**src/rtl/scoreboard_regfile.sv**
```systemverilog
// Register file with per-register pending (busy) tracking for in-order issue scoreboarding.
// Optional same-cycle write-to-read forwarding when REGFILE_BYPASS_EN is defined.
module scoreboard_regfile #(
  parameter int unsigned WIDTH    = 32,
  parameter int unsigned DEPTH    = 32,
  parameter int unsigned ZERO_REG = 1,
  localparam int unsigned AW      = $clog2(DEPTH)
) (
  input  logic             clk,
  input  logic             reset,
  input  logic [AW-1:0]    rdReg1,
  input  logic [AW-1:0]    rdReg2,
  output logic [WIDTH-1:0] rdData1,
  output logic [WIDTH-1:0] rdData2,
  output logic             rdBusy1,
  output logic             rdBusy2,
  input  logic             issue,
  input  logic [AW-1:0]    issueReg,
  input  logic             write,
  input  logic [AW-1:0]    wrReg,
  input  logic [WIDTH-1:0] wrData,
  output logic [AW:0]      pendCount,
  output logic             wrOrphan
);

  localparam bit ZeroEn = (ZERO_REG != 0);
  localparam logic [AW:0] MaxPend = (AW+1)'(DEPTH);
  localparam logic [AW:0] OnePend = (AW+1)'(1);

  logic [WIDTH-1:0] mem_q [DEPTH];
  logic [DEPTH-1:0] busy_q, busy_d;
  logic [AW:0]      pend_q, pend_d;
  logic             orphan_q, orphan_d;

  logic wr_en, is_en, same_reg, pend_inc, pend_dec;

  // Register 0 swallows writes and issues when hardwired to zero.
  assign wr_en    = write && !(ZeroEn && (wrReg == '0));
  assign is_en    = issue && !(ZeroEn && (issueReg == '0));
  assign same_reg = (issueReg == wrReg);

  always_comb begin
    busy_d = busy_q;
    if (wr_en) busy_d[wrReg] = 1'b0;
    // Issue is applied after the write so a same-edge re-issue keeps the bit set.
    if (is_en) busy_d[issueReg] = 1'b1;
  end

  always_comb begin
    pend_inc = is_en && !busy_q[issueReg];
    pend_dec = wr_en && busy_q[wrReg] && !(is_en && same_reg);
    pend_d   = pend_q;
    if (pend_inc && !pend_dec && (pend_q != MaxPend)) begin
      pend_d = pend_q + OnePend;
    end else if (pend_dec && !pend_inc && (pend_q != '0)) begin
      pend_d = pend_q - OnePend;
    end
  end

  assign orphan_d = wr_en && !busy_q[wrReg];

  always_ff @(posedge clk) begin
    if (reset) begin
      for (int i = 0; i < int'(DEPTH); i++) mem_q[i] <= '0;
      busy_q   <= '0;
      pend_q   <= '0;
      orphan_q <= 1'b0;
    end else begin
      if (wr_en) mem_q[wrReg] <= wrData;
      busy_q   <= busy_d;
      pend_q   <= pend_d;
      orphan_q <= orphan_d;
    end
  end

  always_comb begin
    rdData1 = mem_q[rdReg1];
    rdBusy1 = busy_q[rdReg1];
`ifdef REGFILE_BYPASS_EN
    if (wr_en && (wrReg == rdReg1)) begin
      rdData1 = wrData;
      rdBusy1 = is_en && (issueReg == rdReg1);
    end
`endif
    if (ZeroEn && (rdReg1 == '0)) begin
      rdData1 = '0;
      rdBusy1 = 1'b0;
    end
  end

  always_comb begin
    rdData2 = mem_q[rdReg2];
    rdBusy2 = busy_q[rdReg2];
`ifdef REGFILE_BYPASS_EN
    if (wr_en && (wrReg == rdReg2)) begin
      rdData2 = wrData;
      rdBusy2 = is_en && (issueReg == rdReg2);
    end
`endif
    if (ZeroEn && (rdReg2 == '0)) begin
      rdData2 = '0;
      rdBusy2 = 1'b0;
    end
  end

  assign pendCount = pend_q;
  assign wrOrphan  = orphan_q;

endmodule

```
**config.mk**
```make
export PLATFORM = sky130hd
export DESIGN_NAME = scoreboard_regfile
export DESIGN_NICKNAME = d
export VERILOG_FILES = /design/src/rtl/scoreboard_regfile.sv
export SDC_FILE = /design/constraint.sdc
export NUM_CORES = 2
export LEC_CHECK = 0
export CORE_UTILIZATION = 30
export DETAILED_ROUTE_END_ITERATION = 16
export HOLD_SLACK_MARGIN = 0.1
export SETUP_SLACK_MARGIN = 0.1
export SYNTH_ARGS = -nofsm -noshare
export SYNTH_HDL_FRONTEND = slang
export SYNTH_SLANG_ARGS = --single-unit
```
**constraint.sdc**
```tcl
create_clock -name clk -period 3.35 [get_ports clk]
set_input_delay 0.335 -clock clk [delete_from_list [all_inputs] [get_ports clk]]
set_output_delay 0.335 -clock clk [all_outputs]
set_load 0.05 [all_outputs]
```
# Word-level counts from Yosys, hierarchy flattened
# Memory sizes are Yosys's and may differ from the RTL's.
# Cells that the tools add are included.
# word_totals
ff_bits	39
latchBits	0
mem_bits_rw	1024
rom_bits	0
inputBits	56
out_inout_bits	73
elab_cells	72
memories	1
# op_classes
addsub	2
multipliers	0
div	0
order_cmp	6
eq_ne	2
shifts	0
mux	28
n_bitwise	3
n_reduce_logical	27
# memory_table
name	words	word_bits	read_ports	rd_clocked_by_memory_dff	write_ports	line	text
mem_q	32	32	2	0	32	30	logic [WIDTH-1:0] mem_q [DEPTH];
# ops
op	n
2-to-1 mux 32 bit	5
bitwise AND 32 bit	1
NOT 32 bit	1
bitwise OR 32 bit	1
OR reduction 32 bit	1
< comparator 5 x 6 -> 1 bit, second input constant	4
binary-select mux 1 bit (select 5 bit)	4
logical NOT 5 bit	4
2-to-1 mux 1 bit	14
logical AND 1 bit	13
2-to-1 mux 6 bit	2
demux 1 bit (select 5 bit)	2
>= comparator 5 x 1 -> 1 bit, second input constant	2
logical NOT 1 bit	7
adder 6 x 1 -> 6 bit, second input constant	1
inequality test 6 bit, second input constant	1
nonzero test 6 bit	1
subtractor 6 x 1 -> 6 bit, second input constant	1
equality test 5 bit	1
2-to-1 mux 5 bit	1
nonzero test 2 bit	1

# Depth between registers and ports, before layout
# logic_depth
ltp_word	10
mapped_depth	17
mapped_depth_nobuf	14

# Least setup slack after synthesis
# Ideal clock, no wire load.
# synth_path
path_kind	input -> register
start	input issueReg[1]
end	register pend_q[5], in the netlist pendCount[5]
setup_ns	0.103
t_arrival_ns	3.400
required_time_ns	3.247
slack_ns	-0.154
cell_stages	15
path_buffers	3
cell_sequence	buf_2 buf_4 buf_2 mux4_2 a32o_1 a211o_1 nand2b_1 ha_1 a21o_1 a21oi_1 o21ai_0 inv_1 o21ai_0 o221a_1 a2111oi_2
# synth_via
elab_chain_cells	10
word_cells_on_any_way	19
classes_between	eq/ne (1); mux (3); reduce/logical (15)
# synth_rtl
element	line	text
from (decl)	18	input logic [AW-1:0] issueReg,
branches (longest 10 deep; another with binary-select mux 1 bit (select 5 bit))	--	
to (signal assigned)	71	pend_q <= pend_d;
to (decl)	32	logic [AW:0] pend_q, pend_d;
# Several ways; the timed one is not identified. The select of a mux whose other input is x is not followed.
# A chain may end at the register's enable or synchronous reset.

==> results.md <==
- The most used flip-flop cell after synthesis is sky130_fd_sc_hd__edfxtp_1.
- The worst setup slack after placement is -0.428 ns.
- The initial antenna violation count is 28.
- The final hold slack is 0.298 ns.
- The end point of the critical path is rdData1[13].
- The cell area power density is 501 nW/um^2.
- Summed over all instances, the cell type with the most area after synthesis is sky130_fd_sc_hd__edfxtp_1.
- The critical path arrival is 2.90 ns.
- The most frequently used cell type in the post-synthesis netlist is sky130_fd_sc_hd__edfxtp_1.
- The synthesized design contains 1024 enable-type register cells.
- After synthesis, the largest area contributor takes up 53.8% of total cell area.
- The worst-case clock buffer depth is 3.
- The simple logic cell fraction of the synthesized area is 12.9%.
- The initial detailed-routing violation count is 4938.
- The combined global-route utilization of all metal layers is 21.5%.
- The CTS tree is yes.
- The final hold violation count is 0.
- The number of remaining DRC errors is 0.
- The startpoint of the most critical setup path is mem_q[11][13].
- The count of different cell masters after synthesis is 62.
- The largest vdd supply drop is 443 uV.
- The number of cells on the worst reg-to-reg path is 14.
- The signal on the critical path passes through mux4_2 > mux4_2 > mux2i_1 > nor2_1 > buf_4.
- The detailed-route wire length is 207000 um.
- Port buffering added 128 buffers.
- Setup violations remaining at the end of the flow were counted as 0.
- Ranked by instance count, the synthesized netlist is headed by 1024 x sky130_fd_sc_hd__edfxtp_1, 998 x sky130_fd_sc_hd__and2_1, 664 x sky130_fd_sc_hd__mux4_2, 293 x sky130_fd_sc_hd__clkbuf_1, 114 x sky130_fd_sc_hd__nor2_1.
- The number of global-route vias before repair is 36300.
- The complex-gate fraction of the synthesized area is 1.18%.
- The highest attainable clock frequency is 309 MHz.
- The relative area change from synthesis to final layout is 18.1%.
- The biggest fanout along the worst timing path is 2.
- After detailed placement, the design holds a cell count of 6156.
- The run finished with clean final reports.
- The kind of end point of the critical path is an output pin.
- For the pin with the worst max-slew slack, the measured transition is 1.36 ns.
- Setup repair after global routing could not meet its margin everywhere.
- The detailed router placed 35500 vias in this run.
- The final net count is 3831.
- The worst setup path is launched from a register.
- The number of clock sinks is 1063.
- The number of flip-flops and latches in the synthesized netlist is 1063.
- The synthesized netlist devotes 0.107% of its cell area to XOR and XNOR gates.
- The number of buffers and inverters on the critical path is 1.
- The critical path in this run is classified as register to output pin.
- The first detailed-routing pass ran for 6 iterations.
- The highest-delay cell along the critical path is sky130_fd_sc_hd__mux4_2.
- The end of the worst register-to-register path is pendCount[5].
- The worst flop-to-flop path startpoint is busy_q[7].
- The number of hold buffers added after CTS is 0.
- Counting flops with an async set or reset pin after synthesis yields a share of 0%.
- Dividing the final minimum period by the clock period gives 96.5%.
- The number of violations of the max-capacitance limit is 0.
- The wire length of the first global-routing pass is 288000 um.
- The initialized floorplan defines 159 standard-cell rows.
- The final worst-path setup slack is 0.117 ns.
- Sequential elements use 55.1% of the synthesized area.
- At the worst endpoint, the required time is 3.01 ns.
- The worst hold path was traced through 3 stages.
- The Yosys step of the flow raised 0 warnings.
- The count of non-filler cells in the finished layout is 6365.
- Routability-driven placement finished with a final weighted congestion of 0.910.
- The class of the tightest hold or removal check is primary input to register.
- In the routed layout, each cell is associated on average with a via count of 5.58.
- The clock-pin transition on the worst setup and hold timing paths is 0.06 ns.
- Clock skew on the completed layout was measured at 0.00836 ns.
- In this run the number of H-tree levels came out at 3.
- In this run the count of I/O pins placed on the die edge is 129.
- The worst pin sits at a relative slew slack of 9.37%.
- After synthesis, the largest family of logic cells by area is multiplexers.
- The total congestion overflow is 0.
- The dominant delay contributor by cell family on the critical path is multiplexers.
- The worst-skew pair later-pin latency is 0.74 ns.
- Entering global routing, the biggest net connects 58 pins.
- Cells fill 35.8% of the core in the end.
- The cell sitting at the root of the clock tree is a sky130_fd_sc_hd__clkbuf_16.
- The number of max-slew violations in the final report was 0.
- The register-to-register setup slack is 0.29 ns.
- The count of nets left with antenna violations after detail routing is 0.
- Post-CTS timing repair inserted 0 buffers for setup.
- The core region area is 189000 sq um.
- Summing the areas of all fa, ha and maj instances in the mapped netlist gives 0.123% of the synthesized area.
- The initial cell density of the core is 30.3%.
- The area taken by flip-flops and latches is 31500 sq um.
- Measured along the y axis, the die boundary spans 439 um.
- After technology mapping, the gate count stands at 3563.
- In this design, the critical path's most frequently occurring cell is sky130_fd_sc_hd__mux4_2.
- The die footprint is 192000 sq um.
- The routed wire length per instance is 32.6 um.
- The number of CTS-inserted buffers is 107.
- Counting the fill cells in the layout gives 17600.
- For the finished layout, the period the worst path requires is 3.23 ns.
- The multi-input combinational cells in the finished layout cover a total of 24500 sq um.
- The peak per-stage delay on the critical path is 0.55 ns.
- After synthesis the cells add up to 57200 sq um.
- Detailed placement ended at an HPWL of 128000 um.
- The per-instance average area after synthesis is 16.1 sq um.
- The total leakage power is 23.0 nW.
- The horizontal die dimension is 439 um.
- The multiplexer area fraction after synthesis is 27.7%.
- In the final layout, the share of cells above drive strength 1 is 33.9%.
- The number of logic stages on the critical path including buffering is 5.
- After synthesis, the cell types taking the most area are sky130_fd_sc_hd__edfxtp_1 54%, sky130_fd_sc_hd__mux4_2 26%, sky130_fd_sc_hd__and2_1 11%.
-- stage by stage --
step	instance area [sq um]	total power, mW	setup TNS, ns
detailed placement	64000	21.7	-1.18
finish	67600	33.9	0
global route	67600	34.7	0
CTS	67500	34.0	0
floorplan	57400	19.2	0
global placement	64000	21.7	-1.20
-- power breakdown --
group | leakage (nW) | switching, mW | internal (mW)
registers | 10.1 | 0.403 | 15.3
clock network | 1.71 | 5.42 | 6.94
logic | 11.2 | 3.27 | 2.49
-- sequential cells by signal, summed over array words and instances (netlist names) --
name,flops
busy_q,32
mem_q,1024
pendCount,6
wrOrphan,1
-- worst min-delay path by stage --
stage / start / end
after global routing: reset / busy_q[0]
after detailed placement: busy_q[0] / busy_q[0]
final: reset / busy_q[28]
after global placement: busy_q[0] / busy_q[0]
after floorplan: busy_q[0] / busy_q[0]
after CTS: reset / busy_q[28]
-- cell usage in the layout (no fill, tap or decap), types with 4 or more instances in the layout --
cell / Yosys / layout
sky130_fd_sc_hd__edfxtp_1: 1024 / 1024
sky130_fd_sc_hd__and2_1: 998 / 998
sky130_fd_sc_hd__mux4_2: 664 / 664
sky130_fd_sc_hd__buf_4: 1 / 294
sky130_fd_sc_hd__clkbuf_16: 0 / 107
sky130_fd_sc_hd__buf_12: 1 / 96
sky130_fd_sc_hd__nor2_1: 114 / 83
sky130_fd_sc_hd__mux2i_1: 80 / 67
sky130_fd_sc_hd__clkdlybuf4s50_1: 0 / 51
sky130_fd_sc_hd__dfxtp_1: 39 / 35
sky130_fd_sc_hd__conb_1: 1 / 32
sky130_fd_sc_hd__nand2_1: 31 / 31
sky130_fd_sc_hd__nor2_4: 0 / 30
sky130_fd_sc_hd__clkinv_1: 0 / 28
sky130_fd_sc_hd__inv_1: 30 / 27
sky130_fd_sc_hd__a21o_2: 0 / 23
sky130_fd_sc_hd__clkbuf_1: 293 / 19
sky130_fd_sc_hd__clkinv_2: 0 / 17
sky130_fd_sc_hd__o21ai_0: 17 / 15
sky130_fd_sc_hd__o22ai_1: 15 / 15
sky130_fd_sc_hd__bufinv_16: 0 / 14
sky130_fd_sc_hd__diode_2: 0 / 13
sky130_fd_sc_hd__a21oi_1: 13 / 12
sky130_fd_sc_hd__nand4b_1: 12 / 12
sky130_fd_sc_hd__nor3_1: 12 / 12
sky130_fd_sc_hd__mux2i_2: 0 / 11
sky130_fd_sc_hd__nand2b_1: 13 / 7
sky130_fd_sc_hd__nor2b_1: 6 / 6
sky130_fd_sc_hd__nor3b_1: 6 / 6
sky130_fd_sc_hd__mux2_2: 5 / 5
sky130_fd_sc_hd__nand3_1: 5 / 5
sky130_fd_sc_hd__or3_1: 5 / 5
sky130_fd_sc_hd__xor2_1: 5 / 5
sky130_fd_sc_hd__nand2b_2: 0 / 5
sky130_fd_sc_hd__a21o_1: 27 / 4
sky130_fd_sc_hd__a32o_1: 4 / 4
sky130_fd_sc_hd__nand4_1: 4 / 4
sky130_fd_sc_hd__dfxtp_2: 0 / 4
sky130_fd_sc_hd__inv_6: 0 / 4
sky130_fd_sc_hd__buf_6: 2 / 4
-- cell type report --
class	count	area share, %
repair buffers	448	7.00
clock buffers	126	4.07
multi-input cells	2120	36.3
diodes	13	0.0481
well taps	2495	4.62
clock inverters	70	1.11
inverters	30	0.167
flip-flops and latches	1063	46.7
-- repair_timing --
item / CTS / global route
resized for setup: 14 / 9
pin swaps: 0 / 3
setup endpoints to repair: 11 / 5
-- tightest hold or removal path, cell delays in order --
cell and delay [ns]:
sky130_fd_sc_hd__buf_4 0.13, sky130_fd_sc_hd__buf_4 0.33, sky130_fd_sc_hd__nor2_1 0.18
-- per-layer routing --
metal,global-route usage [%],up-vias,wire (um)
met2,36.7,1990,104000
met3,3.60,497,17900
met1,26.2,18800,74700
li1,-,14200,-
met5,0,-,49
met4,10.3,8,10800
-- cells by family after synthesis --
| group | after synthesis |
|---|---|
| compound gates | 97 |
| xor+xnor | 7 |
| fa+ha+maj | 5 |
| buf+inv | 411 |
| flops | 1063 |
| mux | 753 |
| other cells | 1 |
| simple gates | 1226 |
No activity file was read; power rests on OpenSTA's default activity.
==> RTL change (config.mk and constraints unchanged) <==
`DEPTH`: 32 -> 16.
--- a/src/rtl/scoreboard_regfile.sv
+++ b/src/rtl/scoreboard_regfile.sv
@@ -2,7 +2,7 @@
 // Optional same-cycle write-to-read forwarding when REGFILE_BYPASS_EN is defined.
 module scoreboard_regfile #(
   parameter int unsigned WIDTH    = 32,
-  parameter int unsigned DEPTH    = 32,
+  parameter int unsigned DEPTH    = 16,
   parameter int unsigned ZERO_REG = 1,
   localparam int unsigned AW      = $clog2(DEPTH)
 ) (
Interface: changed (5 resized); port bits go from 129 to 124. The function was not compared with the original's and may differ.
==> RTL change against the original RTL <==
- count of clock-buffer cells in the layout down 56
- non-clock buffer count down 217
- sequential cell count down 529
- design area down 50%
- clock skew down 4.0 ps
- area after synthesis down 50%
- register-to-register slack better by 100 ps
- power down 49%
- highest routed layer unchanged
- worst hold slack better by 230 ps
- utilization about the same
- combinational power down 48%
- die area down 50%
- largest cell class unchanged
- setup slack better by 220 ps
- wire length down 57%
==> RTL change: results (changes against the original RTL) <==
- Nets: 1976 (-48%)
- Signal buffers share of area: 6.99% (-0.014 points)
- Met3 WL: 6500 um (-64%)
- Core ar.: 94900 sq um (-50%)
- Adder-Cell Fraction of Synth Area: 0.244% (+0.12 points)
- Final HPWL DP: 54300 um (-58%)
- CP arrival: 3520 ps (+620 ps)
- Skew-Pair Late Insertion Delay: 620 ps (-120 ps)
- Met2 usage: 32.7% (-4.1 points)
- Multiplexer share of the synthesized area: 26.8% (-0.92 points)
- H-tree level count: 2 (-1)
- DR vias: 17020 (-52%)
- Synth top cells by count: edfxtp_1, and2_1, mux4_2
- First-pass GRT wire length: 130000 um (-55%)
- Post-DP Area: 32200 sq um (-50%)
- Netlist cell types: 52 (-16%)
- DP Cell Count: 3125 (-49%)
- Area fraction in compound gates after synthesis: 1.22% (+0.040 points)
- Slowest cell on crit path: clkdlybuf4s50_1
- Signal buffers: 231 (-48%)
- Initial drt markers: 1607 (-67%)
- Max FFs per register: 512 (-50%)
- Layout fillers: 8881 (-50%)
- Multi-input combinational area share: 36.2% (-0.091 points)
- Slowest stage delay, CP: 640 ps (+90 ps)
- Wire per inst: 27.9 um (-14%)
- Met1 usage: 23.5% (-2.7 points)
- Buffers on Ports: 123 (-3.9%)
- Worst-case vdd ir drop: 372 uV (-16%)
- M3 GR Usage: 3.35% (-0.25 points)
- Layout cells sized above 1: 32.4% (-1.6 points)
- LEAKAGE: 11.5 nW (-50%)
- Met2 Wirelength: 46300 um (-55%)
- XOR/XNOR Fraction of Synth Area: 0.183% (+0.076 points)
- TritonCTS Buffers: 56 (-48%)
- Crit Path Max Fanout: 6 (+4)
- Post-synthesis register bit count: 534 (-50%)
- Clock-cell share of area: 5.38% (+0.19 points)
- Inverters: 20 (-33%)
- Clock buf count: 70 (-44%)
- Largest net degree at the start of global routing: 41 (-29%)
- Final instance area: 34000 sq um (-50%)
- Ant diodes: 2 (-11)
- Seq/Total Area, Yosys: 55.2% (about the same)
- Top cells by area, synth: edfxtp_1, mux4_2, and2_1, clkbuf_1, dfxtp_1
- Clock-pin slew on the worst setup and hold paths: 60 ps (about the same)
- Status: complete, no violations
- Pre-antenna DRT Iters: 5 (-1)
- Non-Filler Instances: 3232 (-49%)
- Global-route usage over all layers: 18.7% (-2.8 points)
- Routed met1 length: 35000 um (-53%)
- Register area: 15800 sq um (-50%)
- Worst-case clock skew: 4.38 ps (-3.97 ps)
RTL change: cell count changes in the layout (fill, tap and decap cells not counted), sizes merged, moves of 14 or more:
cell    before  now
clkbuf     126   70
mux4       664  337
inv         35   21
edfxtp    1024  512
dfxtp       39   22
nor2       114   27
clkinv      50   26
and2       998  483
buf        397  182
a21o        27   10
mux2i       80    4
nor2b        6   69
RTL change: worst paths after layout:
path / endpoint / cells past startpoint / start / slack (ps)
max: pendCount[4] / 14 / wrReg[2] / 330
min: busy_q[3] / 3 / issue / 530
max reg2reg: pendCount[4] / 13 / busy_q[2] / 390
min reg2reg: busy_q[0] / 1 / busy_q[0] / 540
RTL change: what timing repair did:
| action | CTS | global route |
|---|---|---|
| hold buffers | 1 | 0 |
| hold endpoints to repair | 3 | 0 |
| setup buffers | 0 | 0 |
RTL change: power by group:
group	total, W	internal (W)	switching [W]
clock	0.00632	0.00362	0.00270
sequential	0.00794	0.00773	0.000209
combinational	0.00299	0.00129	0.00170
